[src/rtl/scan_ctrl_if.sv]
// Bus bundle between the raster-scan sequencer and its environment:
// frame control, X/Y counter control/feedback, and the address handshake
// towards the memory port.
interface scan_ctrl_if #(
    parameter int CNT_WIDTH  = 9,
    parameter int ADDR_WIDTH = 17
);
    logic                  start;
    logic                  abort;
    logic [CNT_WIDTH-1:0]  x_cnt;
    logic [CNT_WIDTH-1:0]  y_cnt;
    logic                  pix_ready;
    logic                  x_en;
    logic                  x_sclr;
    logic                  y_en;
    logic                  y_sclr;
    logic                  addr_valid;
    logic [ADDR_WIDTH-1:0] addr_out;
    logic                  line_done;
    logic                  busy;
    logic                  done;

    // Sequencer side
    modport master (
        input  start, abort, x_cnt, y_cnt, pix_ready,
        output x_en, x_sclr, y_en, y_sclr, addr_valid, addr_out,
               line_done, busy, done
    );

    // Environment side (counters, memory port, frame controller)
    modport slave (
        output start, abort, x_cnt, y_cnt, pix_ready,
        input  x_en, x_sclr, y_en, y_sclr, addr_valid, addr_out,
               line_done, busy, done
    );
endinterface

[src/rtl/scan_ctrl.sv]
// Raster-scan sequencer for the X/Y address counter pair of the deskew
// datapath. Steps the counters through a frame, presents the linear pixel
// address y*IMG_W+x with a valid/ready handshake, optionally idles HBLANK
// cycles between lines and pulses done at the end of the frame.
module scan_ctrl #(
    parameter int IMG_W      = 320,
    parameter int IMG_H      = 240,
    parameter int HBLANK     = 0,
    parameter int CNT_WIDTH  = 9,
    parameter int ADDR_WIDTH = 17
) (
    input  logic         clk,
    input  logic         rst_n,
    scan_ctrl_if.master  bus
);

    typedef enum logic [2:0] {
        ST_IDLE  = 3'd0,
        ST_CLEAR = 3'd1,
        ST_SCAN  = 3'd2,
        ST_GAP   = 3'd3,
        ST_DONE  = 3'd4
    } state_t;

    localparam logic [CNT_WIDTH-1:0]  X_LAST   = CNT_WIDTH'(IMG_W - 1);
    localparam logic [CNT_WIDTH-1:0]  Y_LAST   = CNT_WIDTH'(IMG_H - 1);
    localparam logic [7:0]            GAP_LAST = 8'((HBLANK > 0) ? (HBLANK - 1) : 0);
    localparam logic [ADDR_WIDTH-1:0] LINE_LEN = ADDR_WIDTH'(IMG_W);

    state_t                state_q;
    state_t                state_d;
    logic [7:0]            gap_cnt_q;
    logic [7:0]            gap_cnt_d;

    logic                  x_end_s;
    logic                  y_end_s;
    logic [ADDR_WIDTH-1:0] lin_addr_s;
    logic                  x_en_s;
    logic                  x_sclr_s;
    logic                  y_en_s;
    logic                  y_sclr_s;
    logic                  addr_valid_s;
    logic [ADDR_WIDTH-1:0] addr_out_s;
    logic                  line_done_s;
    logic                  done_s;

    // Out-of-range counts are folded into end-of-line / end-of-frame.
    assign x_end_s    = (bus.x_cnt >= X_LAST);
    assign y_end_s    = (bus.y_cnt >= Y_LAST);
    assign lin_addr_s = (ADDR_WIDTH'(bus.y_cnt) * LINE_LEN) + ADDR_WIDTH'(bus.x_cnt);

    // State and gap counter registers.
    always_ff @(posedge clk or negedge rst_n) begin
        if (!rst_n) begin
            state_q   <= ST_IDLE;
            gap_cnt_q <= 8'd0;
        end else begin
            state_q   <= state_d;
            gap_cnt_q <= gap_cnt_d;
        end
    end

    // Next-state logic and counter/handshake controls; abort overrides everything outside IDLE.
    always_comb begin
        state_d      = state_q;
        gap_cnt_d    = gap_cnt_q;
        x_en_s       = 1'b0;
        x_sclr_s     = 1'b0;
        y_en_s       = 1'b0;
        y_sclr_s     = 1'b0;
        addr_valid_s = 1'b0;
        addr_out_s   = '0;
        line_done_s  = 1'b0;
        done_s       = 1'b0;

        if ((state_q != ST_IDLE) && bus.abort) begin
            // Park the counters at zero so the next frame starts clean.
            x_sclr_s  = 1'b1;
            y_sclr_s  = 1'b1;
            gap_cnt_d = 8'd0;
            state_d   = ST_IDLE;
        end else begin
            case (state_q)
                ST_IDLE: begin
                    if (bus.start && !bus.abort) begin
                        state_d = ST_CLEAR;
                    end else begin
                        state_d = ST_IDLE;
                    end
                end

                ST_CLEAR: begin
                    x_sclr_s = 1'b1;
                    y_sclr_s = 1'b1;
                    state_d  = ST_SCAN;
                end

                ST_SCAN: begin
                    addr_valid_s = 1'b1;
                    addr_out_s   = lin_addr_s;
                    if (bus.pix_ready) begin
                        if (!x_end_s) begin
                            x_en_s = 1'b1;
                        end else begin
                            line_done_s = 1'b1;
                            x_sclr_s    = 1'b1;
                            if (y_end_s) begin
                                y_sclr_s = 1'b1;
                                state_d  = ST_DONE;
                            end else begin
                                y_en_s = 1'b1;
                                if (HBLANK > 0) begin
                                    gap_cnt_d = 8'd0;
                                    state_d   = ST_GAP;
                                end else begin
                                    state_d = ST_SCAN;
                                end
                            end
                        end
                    end else begin
                        // Stalled: counters hold, so addr_out holds too.
                        state_d = ST_SCAN;
                    end
                end

                ST_GAP: begin
                    gap_cnt_d = gap_cnt_q + 8'd1;
                    if (gap_cnt_q == GAP_LAST) begin
                        state_d = ST_SCAN;
                    end else begin
                        state_d = ST_GAP;
                    end
                end

                ST_DONE: begin
                    done_s  = 1'b1;
                    state_d = ST_IDLE;
                end

                default: begin
                    gap_cnt_d = 8'd0;
                    state_d   = ST_IDLE;
                end
            endcase
        end
    end

    assign bus.x_en       = x_en_s;
    assign bus.x_sclr     = x_sclr_s;
    assign bus.y_en       = y_en_s;
    assign bus.y_sclr     = y_sclr_s;
    assign bus.addr_valid = addr_valid_s;
    assign bus.addr_out   = addr_out_s;
    assign bus.line_done  = line_done_s;
    assign bus.done       = done_s;
    assign bus.busy       = (state_q != ST_IDLE);

endmodule

[src/flat_wrapper.sv]
// flat-port wrapper written by rule: the top's interface ports become plain ports
module scan_ctrl_flat 
#(
    parameter int IMG_W      = 320,
    parameter int IMG_H      = 240,
    parameter int HBLANK     = 0,
    parameter int CNT_WIDTH  = 9,
    parameter int ADDR_WIDTH = 17
)
  (clk, rst_n, bus_start, bus_abort, bus_x_cnt, bus_y_cnt, bus_pix_ready, bus_x_en, bus_x_sclr, bus_y_en, bus_y_sclr, bus_addr_valid, bus_addr_out, bus_line_done, bus_busy, bus_done);
  scan_ctrl_if #(.CNT_WIDTH(CNT_WIDTH), .ADDR_WIDTH(ADDR_WIDTH)) bus_i ();
  input  logic clk;
  input  logic rst_n;
  input wire logic [$bits(bus_i.start)-1:0] bus_start;
  input wire logic [$bits(bus_i.abort)-1:0] bus_abort;
  input wire logic [$bits(bus_i.x_cnt)-1:0] bus_x_cnt;
  input wire logic [$bits(bus_i.y_cnt)-1:0] bus_y_cnt;
  input wire logic [$bits(bus_i.pix_ready)-1:0] bus_pix_ready;
  output wire logic [$bits(bus_i.x_en)-1:0] bus_x_en;
  output wire logic [$bits(bus_i.x_sclr)-1:0] bus_x_sclr;
  output wire logic [$bits(bus_i.y_en)-1:0] bus_y_en;
  output wire logic [$bits(bus_i.y_sclr)-1:0] bus_y_sclr;
  output wire logic [$bits(bus_i.addr_valid)-1:0] bus_addr_valid;
  output wire logic [$bits(bus_i.addr_out)-1:0] bus_addr_out;
  output wire logic [$bits(bus_i.line_done)-1:0] bus_line_done;
  output wire logic [$bits(bus_i.busy)-1:0] bus_busy;
  output wire logic [$bits(bus_i.done)-1:0] bus_done;
  assign bus_i.start = bus_start;
  assign bus_i.abort = bus_abort;
  assign bus_i.x_cnt = bus_x_cnt;
  assign bus_i.y_cnt = bus_y_cnt;
  assign bus_i.pix_ready = bus_pix_ready;
  assign bus_x_en = bus_i.x_en;
  assign bus_x_sclr = bus_i.x_sclr;
  assign bus_y_en = bus_i.y_en;
  assign bus_y_sclr = bus_i.y_sclr;
  assign bus_addr_valid = bus_i.addr_valid;
  assign bus_addr_out = bus_i.addr_out;
  assign bus_line_done = bus_i.line_done;
  assign bus_busy = bus_i.busy;
  assign bus_done = bus_i.done;
  scan_ctrl #(.IMG_W(IMG_W), .IMG_H(IMG_H), .HBLANK(HBLANK), .CNT_WIDTH(CNT_WIDTH), .ADDR_WIDTH(ADDR_WIDTH)) u_core (.clk(clk), .rst_n(rst_n), .bus(bus_i));
endmodule
[config.mk]
export PLATFORM = sky130hd
export DESIGN_NAME = scan_ctrl_flat
export DESIGN_NICKNAME = d
export VERILOG_FILES = /design/src/rtl/scan_ctrl_if.sv /design/src/rtl/scan_ctrl.sv /design/src/flat_wrapper.sv
export SDC_FILE = /design/constraint.sdc
export NUM_CORES = 1
export LEC_CHECK = 0
export ABC_AREA = 1
export CORE_MARGIN = 4
export CORE_UTILIZATION = 38
export DETAILED_ROUTE_END_ITERATION = 8
export GPL_TIMING_DRIVEN = 0
export HOLD_SLACK_MARGIN = 0.03
export PLACE_DENSITY_LB_ADDON = 0.1
export SLEW_MARGIN = 20
export SYNTH_ARGS = -nofsm -noshare
export SYNTH_HDL_FRONTEND = slang
export SYNTH_SLANG_ARGS = --single-unit
[constraint.sdc]
create_clock -name clk -period 2.25 [get_ports clk]
set_clock_uncertainty 0.2 [all_clocks]
set_input_delay 0.225 -clock clk [delete_from_list [all_inputs] [get_ports clk]]
set_output_delay 0.225 -clock clk [all_outputs]
set_load 0.01 [all_outputs]
==> reports/results.tsv, run 1 <==
metric	value	unit
cp_top_family	adder cells	
drive_gt1_frac	0.307	
cp-end-kind	primary output	
post-dp-hpwl	3.22	mm
yosys.area.top_type	dfrtp_1	
via_per_inst	4.75	
p_per_area	407	nW/µm²
clk_pin_slew	0.05	ns
synth_warnings	0	
arrival	2.12	ns
tns	-1.18	ns
relSlewSlack	0.648	
max_freq	392	MHz
cts_buffers	3	
first_pass_iters	4	
report.power.total	1.01	mW
grt_pass1_wl	7.16	mm
synth_common_cells	64 x nand2_1, 45 x inv_1, 31 x nor2_1	
worstPathCellList	buf_8, ha_4, ha_4, fa_2, nand2_2, o21bai_4, nand2_1, nand2_2, nor3_4, nand3_1, nand2_1, nor2_1, buf_2	
setup_violations	6	
die_area	5290	µm²
tightestPinTransition	0.527	ns
drc_errors	0	
cts_tree	built	
fin_ws	-0.298	ns
startpoint_type	input pin	
min_period_over_period	1.13	
critPathMaxStageDelay	0.53	ns
fp-row-count	23	
synth_area_leaders	dfrtp_1 17%, nand2_1 15%, ha_1 15%, inv_1 11%, nor2_1 7.3%	
fin_nets	364	
ys.flop_type	dfrtp_1	
ctsHoldBuffers	0	
synthArstFlopShare	1.00	
p_leak	1.35	nW
num_antenna_cells	0	
grt_usage	0.165	
cp_max_fo	3	
path_buf_inv	2	
dr.first_iter.drc_count	65	
netlist_instances	254	
grt_max_degree	12	
vias	1754	
slowest_stage	fa_2	
yosysMostFrequentCell	nand2_1	
start_util	0.395	
placed_cells	351	
root_buffer	clkbuf_8	
vdd_ir_drop_max	0.258	mV
violations	negative setup slack	
core	4030	µm²
ctsLongestPathBuffers	2	
rsz0062_at_grt	true	
drv_cap	0	
die_w	72.7	µm
instances_no_fill	369	
antenna_found_initial	0	
worstSetupPathType	input pin to primary output	
area_growth	56.0	%
hold_violations	0	
yosysUniqueCellTypes	30	
fill_cells	375	
cts_max_level	1	
synth_edf_count	0	
io_buffers	47	
ant_nets	0	
final-max-slew-violation-count	0	
overflow	0	
io_pins	48	
worstHoldPathType	input pin to async pin	
clock_sinks	11	
first_global_vias	1662	
wl_per_cell	11.4	µm
required	1.82	ns
synth_fp_nets	298	
synth_area	1590	µm²
status	complete, but fails checks	
yosys.area.top_type_share	0.173	
clock_latency	0.24	ns
avgSynthCellArea	6.27	µm²
seq_area_frac_synth	0.173	
period_minus_slack	2.55	ns
ys_ff_latch	11	
gp_congestion	0.811	
die_height	72.7	µm
wl	4.20	mm
[registers in the layout (all words and copies together) (netlist names)]
signal            flops
u_core.gap_cnt_q      8
u_core.state_q        3
[per-layer routing]
layer | vias to the layer above | wire length, µm | share of wire | global-route usage
li1 | 938 | - | - | -
met1 | 772 | 2020 | 0.48 | 0.227
met2 | 39 | 1970 | 0.47 | 0.277
met3 | 5 | 172 | 0.041 | 0.0165
met4 | 0 | 34 | 0.0081 | 0.0369
met5 | - | 0 | 0 | 0
[final cells by class]
| type | count | area, µm² | area share |
|---|---|---|---|
| well taps | 50 | 62.6 | 0.0252 |
| inverters | 52 | 195 | 0.0785 |
| multi-input cells | 191 | 1390 | 0.559 |
| flip-flops and latches | 11 | 278 | 0.112 |
| clock buffers | 4 | 45.0 | 0.0181 |
| repair buffers | 61 | 515 | 0.207 |
[layout by cell type, fill, tap and decap left out, drive strengths merged, types with 5 or more instances in the layout]
cell / n
a21oi: 12
buf: 29
clkbuf: 7
clkdlybuf4s50: 10
dfrtp: 11
dlygate4sd2: 10
dlymetal6s2s: 7
ha: 19
inv: 52
nand2: 71
nand3: 14
nand4: 5
nor2: 37
nor3: 7
o21ai: 10
[cell families after synthesis]
family | share of synthesized area
AO/OA/AOI/OAI | 0.104
XOR/XNOR | 0.0110
adder cells (fa/ha/maj) | 0.174
buffers and inverters | 0.123
flip-flops | 0.173
AND/OR/NAND/NOR | 0.415
[where the power goes]
| group | leakage (nW) | switching (mW) | total [mW] | internal (mW) |
|---|---|---|---|---|
| Combinational | 1.18 | 0.313 | 0.571 | 0.258 |
| Clock | 0.0228 | 0.0790 | 0.204 | 0.125 |
| Sequential | 0.148 | 0.0208 | 0.235 | 0.214 |
| Total | 1.35 | 0.413 | 1.01 | 0.597 |
[through the flow]
stage / area, µm² / hold WS [ns] / worst slack, ns / util
3_5_place_dp: 2180 / 0.324 / -1.30 / 0.541
5_1_grt: 2480 / 0.166 / -0.441 / 0.617
6_report: 2480 / 0.130 / -0.298 / 0.617
3_3_place_gp: 2180 / 0.319 / -1.29 / 0.541
2_1_floorplan: 1650 / -0.271 / -0.103 / -
4_1_cts: 2410 / 0.150 / -0.370 / 0.598
[worst register-to-register path, cell delays in order, from the launching register on]
cell and delay (ns):
dfrtp_2 0.45, nor2_4 0.14, nand2_2 0.09, nand2_2 0.11
nand2_2 0.15, nand2_1 0.16, o21ai_1 0.07, nor3b_2 0.14
[path summary, 6_finish.rpt]
check                                                     start                         endpoint  slack [ns]  depth (start not counted)
worst max-delay path                               bus_y_cnt[3]                 bus_addr_out[15]       -0.30                         13
worst min-delay path                                      rst_n  u_core.gap_cnt_q[0]$_DFFE_PN0P_        0.13                          1
worst max register to register    u_core.state_q[0]$_DFFE_PN0P_  u_core.gap_cnt_q[7]$_DFFE_PN0P_        0.62                          7
worst min register to register  u_core.gap_cnt_q[0]$_DFFE_PN0P_  u_core.gap_cnt_q[0]$_DFFE_PN0P_        0.34                          1
max in group asynchronous                                 rst_n    u_core.state_q[1]$_DFFE_PN0P_        1.34                          1
min in group clk                                   bus_y_cnt[5]    u_core.state_q[2]$_DFFE_PN0P_        0.30                          5
[repair_timing]
item | 4_1_cts | 5_1_grt
pin swaps | 24 | 13
gates resized for setup | 106 | 28
buffers inserted | 9 | 6
endpoints found under the setup margin | 23 | 18
hold endpoints to repair | 0 | 0
Note: power is estimated with default switching activity, not from simulation.
==> inputs of run 2 (changes only) <==
- CTS_BUF_LIST: default -> sky130_fd_sc_hd__clkbuf_4
==> run 2 against run 1 <==
  * The run still ends with negative setup slack left
  * Critical path type unchanged
  * Combinational power grew 1%
  * Critical path depth unchanged
  * Sequential share of layout area barely moved
  * Flip-flop and latch count did not move
  * Cell area is 0.30% lower
  * Utilization decreased by 0.19 points
  * Die area unchanged
  * Worst setup slack lost 0.0040 ns
  * Sequential power about the same
  * Fmax is 0.16% lower
  * Non-clock buffer count increased by 2
  * Wire length grew 0.26%
==> reports/results.tsv, run 2 (synthesis results as in run 1) <==
metric	value	unit	change
wl_per_cell	11.3	µm	was 11.4 µm
period_minus_slack	2.55	ns	about the same
clock_latency	0.28	ns	was 0.24 ns
gp_congestion	0.811		unchanged
drc_errors	0		unchanged
arrival	2.13	ns	was 2.12 ns
fp-row-count	23		unchanged
hold_violations	0		unchanged
ant_nets	0		unchanged
p_leak	1.35	nW	about the same
worstSetupPathType	input pin to primary output		unchanged
clk_pin_slew	0.08	ns	was 0.05 ns
largest_reg_flops	8		unchanged
startpoint_type	input pin		unchanged
status	complete, but fails checks		unchanged
area_growth	55.5	%	was 56.0%
final-max-slew-violation-count	0		unchanged
cp_max_fo	3		unchanged
tns	-1.30	ns	was -1.18 ns
drv_cap	0		unchanged
die_w	72.7	µm	unchanged
reg2reg_from	u_core.state_q[1]$_DFFE_PN0P_		was u_core.state_q[0]$_DFFE_PN0P_
root_buffer	clkbuf_4		was clkbuf_8
slowest_stage	fa_2		unchanged
setup_violations	6		unchanged
start_util	0.395		unchanged
cp_top_family	adder cells		unchanged
r2r_setup_slack	0.52	ns	was 0.62 ns
first_global_vias	1710		was 1662
max_freq	392	MHz	about the same
fin_nets	366		was 364
die_height	72.7	µm	unchanged
worstPathCellList	buf_8, ha_4, ha_4, fa_2, nand2_2, o21bai_4, nand2_1, nand2_2, nor3_4, nand3_1, nand2_1, nor2_1, buf_2		unchanged
tightestPinTransition	0.527	ns	about the same
violations	negative setup slack		unchanged
post-dp-hpwl	3.22	mm	unchanged
r2r_cells	8		was 7
grt_usage	0.167		was 0.165
io_buffers	47		unchanged
min_period_over_period	1.13		about the same
reg_top3	u_core.gap_cnt_q x8, u_core.state_q x3		unchanged
vdd_ir_drop_max	0.259	mV	was 0.258 mV
first_pass_iters	4		unchanged
required	1.82	ns	about the same
die_area	5290	µm²	unchanged
core	4030	µm²	unchanged
cp-startpoint	bus_y_cnt[3]		unchanged
placed_area	2180	µm²	unchanged
pre_cts_slack	-1.30	ns	unchanged
regMostFlops	u_core.gap_cnt_q		unchanged
vias	1778		was 1754
grt_max_degree	12		unchanged
relSlewSlack	0.648		about the same
critPathMaxStageDelay	0.53	ns	about the same
num_antenna_cells	0		unchanged
fill_cells	378		was 375
path_buf_inv	2		unchanged
worstHoldPathType	input pin to async pin		unchanged
drive_gt1_frac	0.312		was 0.307
reg2reg_to	u_core.gap_cnt_q[7]$_DFFE_PN0P_		unchanged
crit_end	bus_addr_out[15]		unchanged
ctsHoldBuffers	0		unchanged
cts_tree	built		unchanged
p_per_area	389	nW/µm²	was 407 nW/µm²
io_pins	48		unchanged
wl	4.21	mm	was 4.20 mm
final_core_util	0.615		was 0.617
fin_area	2480	µm²	about the same
antenna_found_initial	0		unchanged
cp-end-kind	primary output		unchanged
via_per_inst	4.79		was 4.75
rsz0062_at_grt	true		unchanged
overflow	0		unchanged
ctsLongestPathBuffers	2		unchanged
final_common_cell	nand2_1		unchanged
cts_buffers	3		unchanged
layout_common_cells	60 x nand2_1, 41 x inv_1, 27 x nor2_1, 14 x buf_4		was 60 x nand2_1, 41 x inv_1, 27 x nor2_1, 13 x ha_4, 13 x buf_2
path_depth	13		unchanged
whs	0.0895	ns	was 0.130 ns
grt_pass1_wl	7.30	mm	was 7.16 mm
cts_max_level	1		unchanged
clock_sinks	11		unchanged
dr.first_iter.drc_count	64		was 65
fin_ws	-0.302	ns	was -0.298 ns
==> run 2: timing repair <==
action                     CTS  global route
pin swaps                   24            14
setup buffers               10             7
resized for setup          105            29
setup endpoints to repair   23            21
==> run 2: cell type report <==
| type | count | area, µm² | share of cell area |
|---|---|---|---|
| multi-input combinational | 191 | 1390 | 0.561 |
| timing repair buffer | 63 | 524 | 0.212 |
| sequential | 11 | 277 | 0.112 |
| inverter | 52 | 195 | 0.0788 |
| tap | 50 | 62.6 | 0.0253 |
| clock buffer | 4 | 30.0 | 0.0121 |
==> run 2: routing by layer <==
metal | up-vias | global-route usage | wire length, µm
met5 | - | 0 | 0
met4 | 0 | 0.0553 | 56
met3 | 7 | 0.0124 | 165
met2 | 41 | 0.279 | 1970
met1 | 788 | 0.229 | 2020
li1 | 942 | - | -
==> run 2: how the worst min path moves through the flow <==
stage	start	endpoint	slack (ns)	cells past startpoint
2_1_floorplan	rst_n	u_core.gap_cnt_q[0]$_DFFE_PN0P_	-0.27	0
3_3_place_gp	u_core.gap_cnt_q[0]$_DFFE_PN0P_	u_core.gap_cnt_q[0]$_DFFE_PN0P_	0.32	1
3_5_place_dp	u_core.gap_cnt_q[0]$_DFFE_PN0P_	u_core.gap_cnt_q[0]$_DFFE_PN0P_	0.32	1
4_1_cts	rst_n	u_core.gap_cnt_q[0]$_DFFE_PN0P_	0.11	1
5_1_grt	rst_n	u_core.gap_cnt_q[0]$_DFFE_PN0P_	0.12	1
6_report	rst_n	u_core.gap_cnt_q[0]$_DFFE_PN0P_	0.09	1
==> run 2: worst register-to-register path: cells and delay by family (launching register included) <==
family | cells | cell delay (ns)
flip-flops | 1 | 0.39
AO/OA/AOI/OAI | 1 | 0.07
AND/OR/NAND/NOR | 6 | 0.79
buffers and inverters | 1 | 0.15
==> run 2: power by group <==
group	internal (mW)	switching, mW
sequential	0.213	0.0192
combinational	0.261	0.316
clock	0.0808	0.0729
==> run 2: stage by stage <==
stage / cells / power, mW
floorplan: 254 / 0.560
global placement: 351 / 0.727
detailed placement: 351 / 0.729
CTS: 365 / 0.953
global route: 371 / 1.06
finish: 371 / 0.964
==> inputs of run 3 (changes only) <==
- SLEW_MARGIN: 20 -> default
==> results of run 3 <==
Final layout, timing and power as in run 2 (identical DEF).
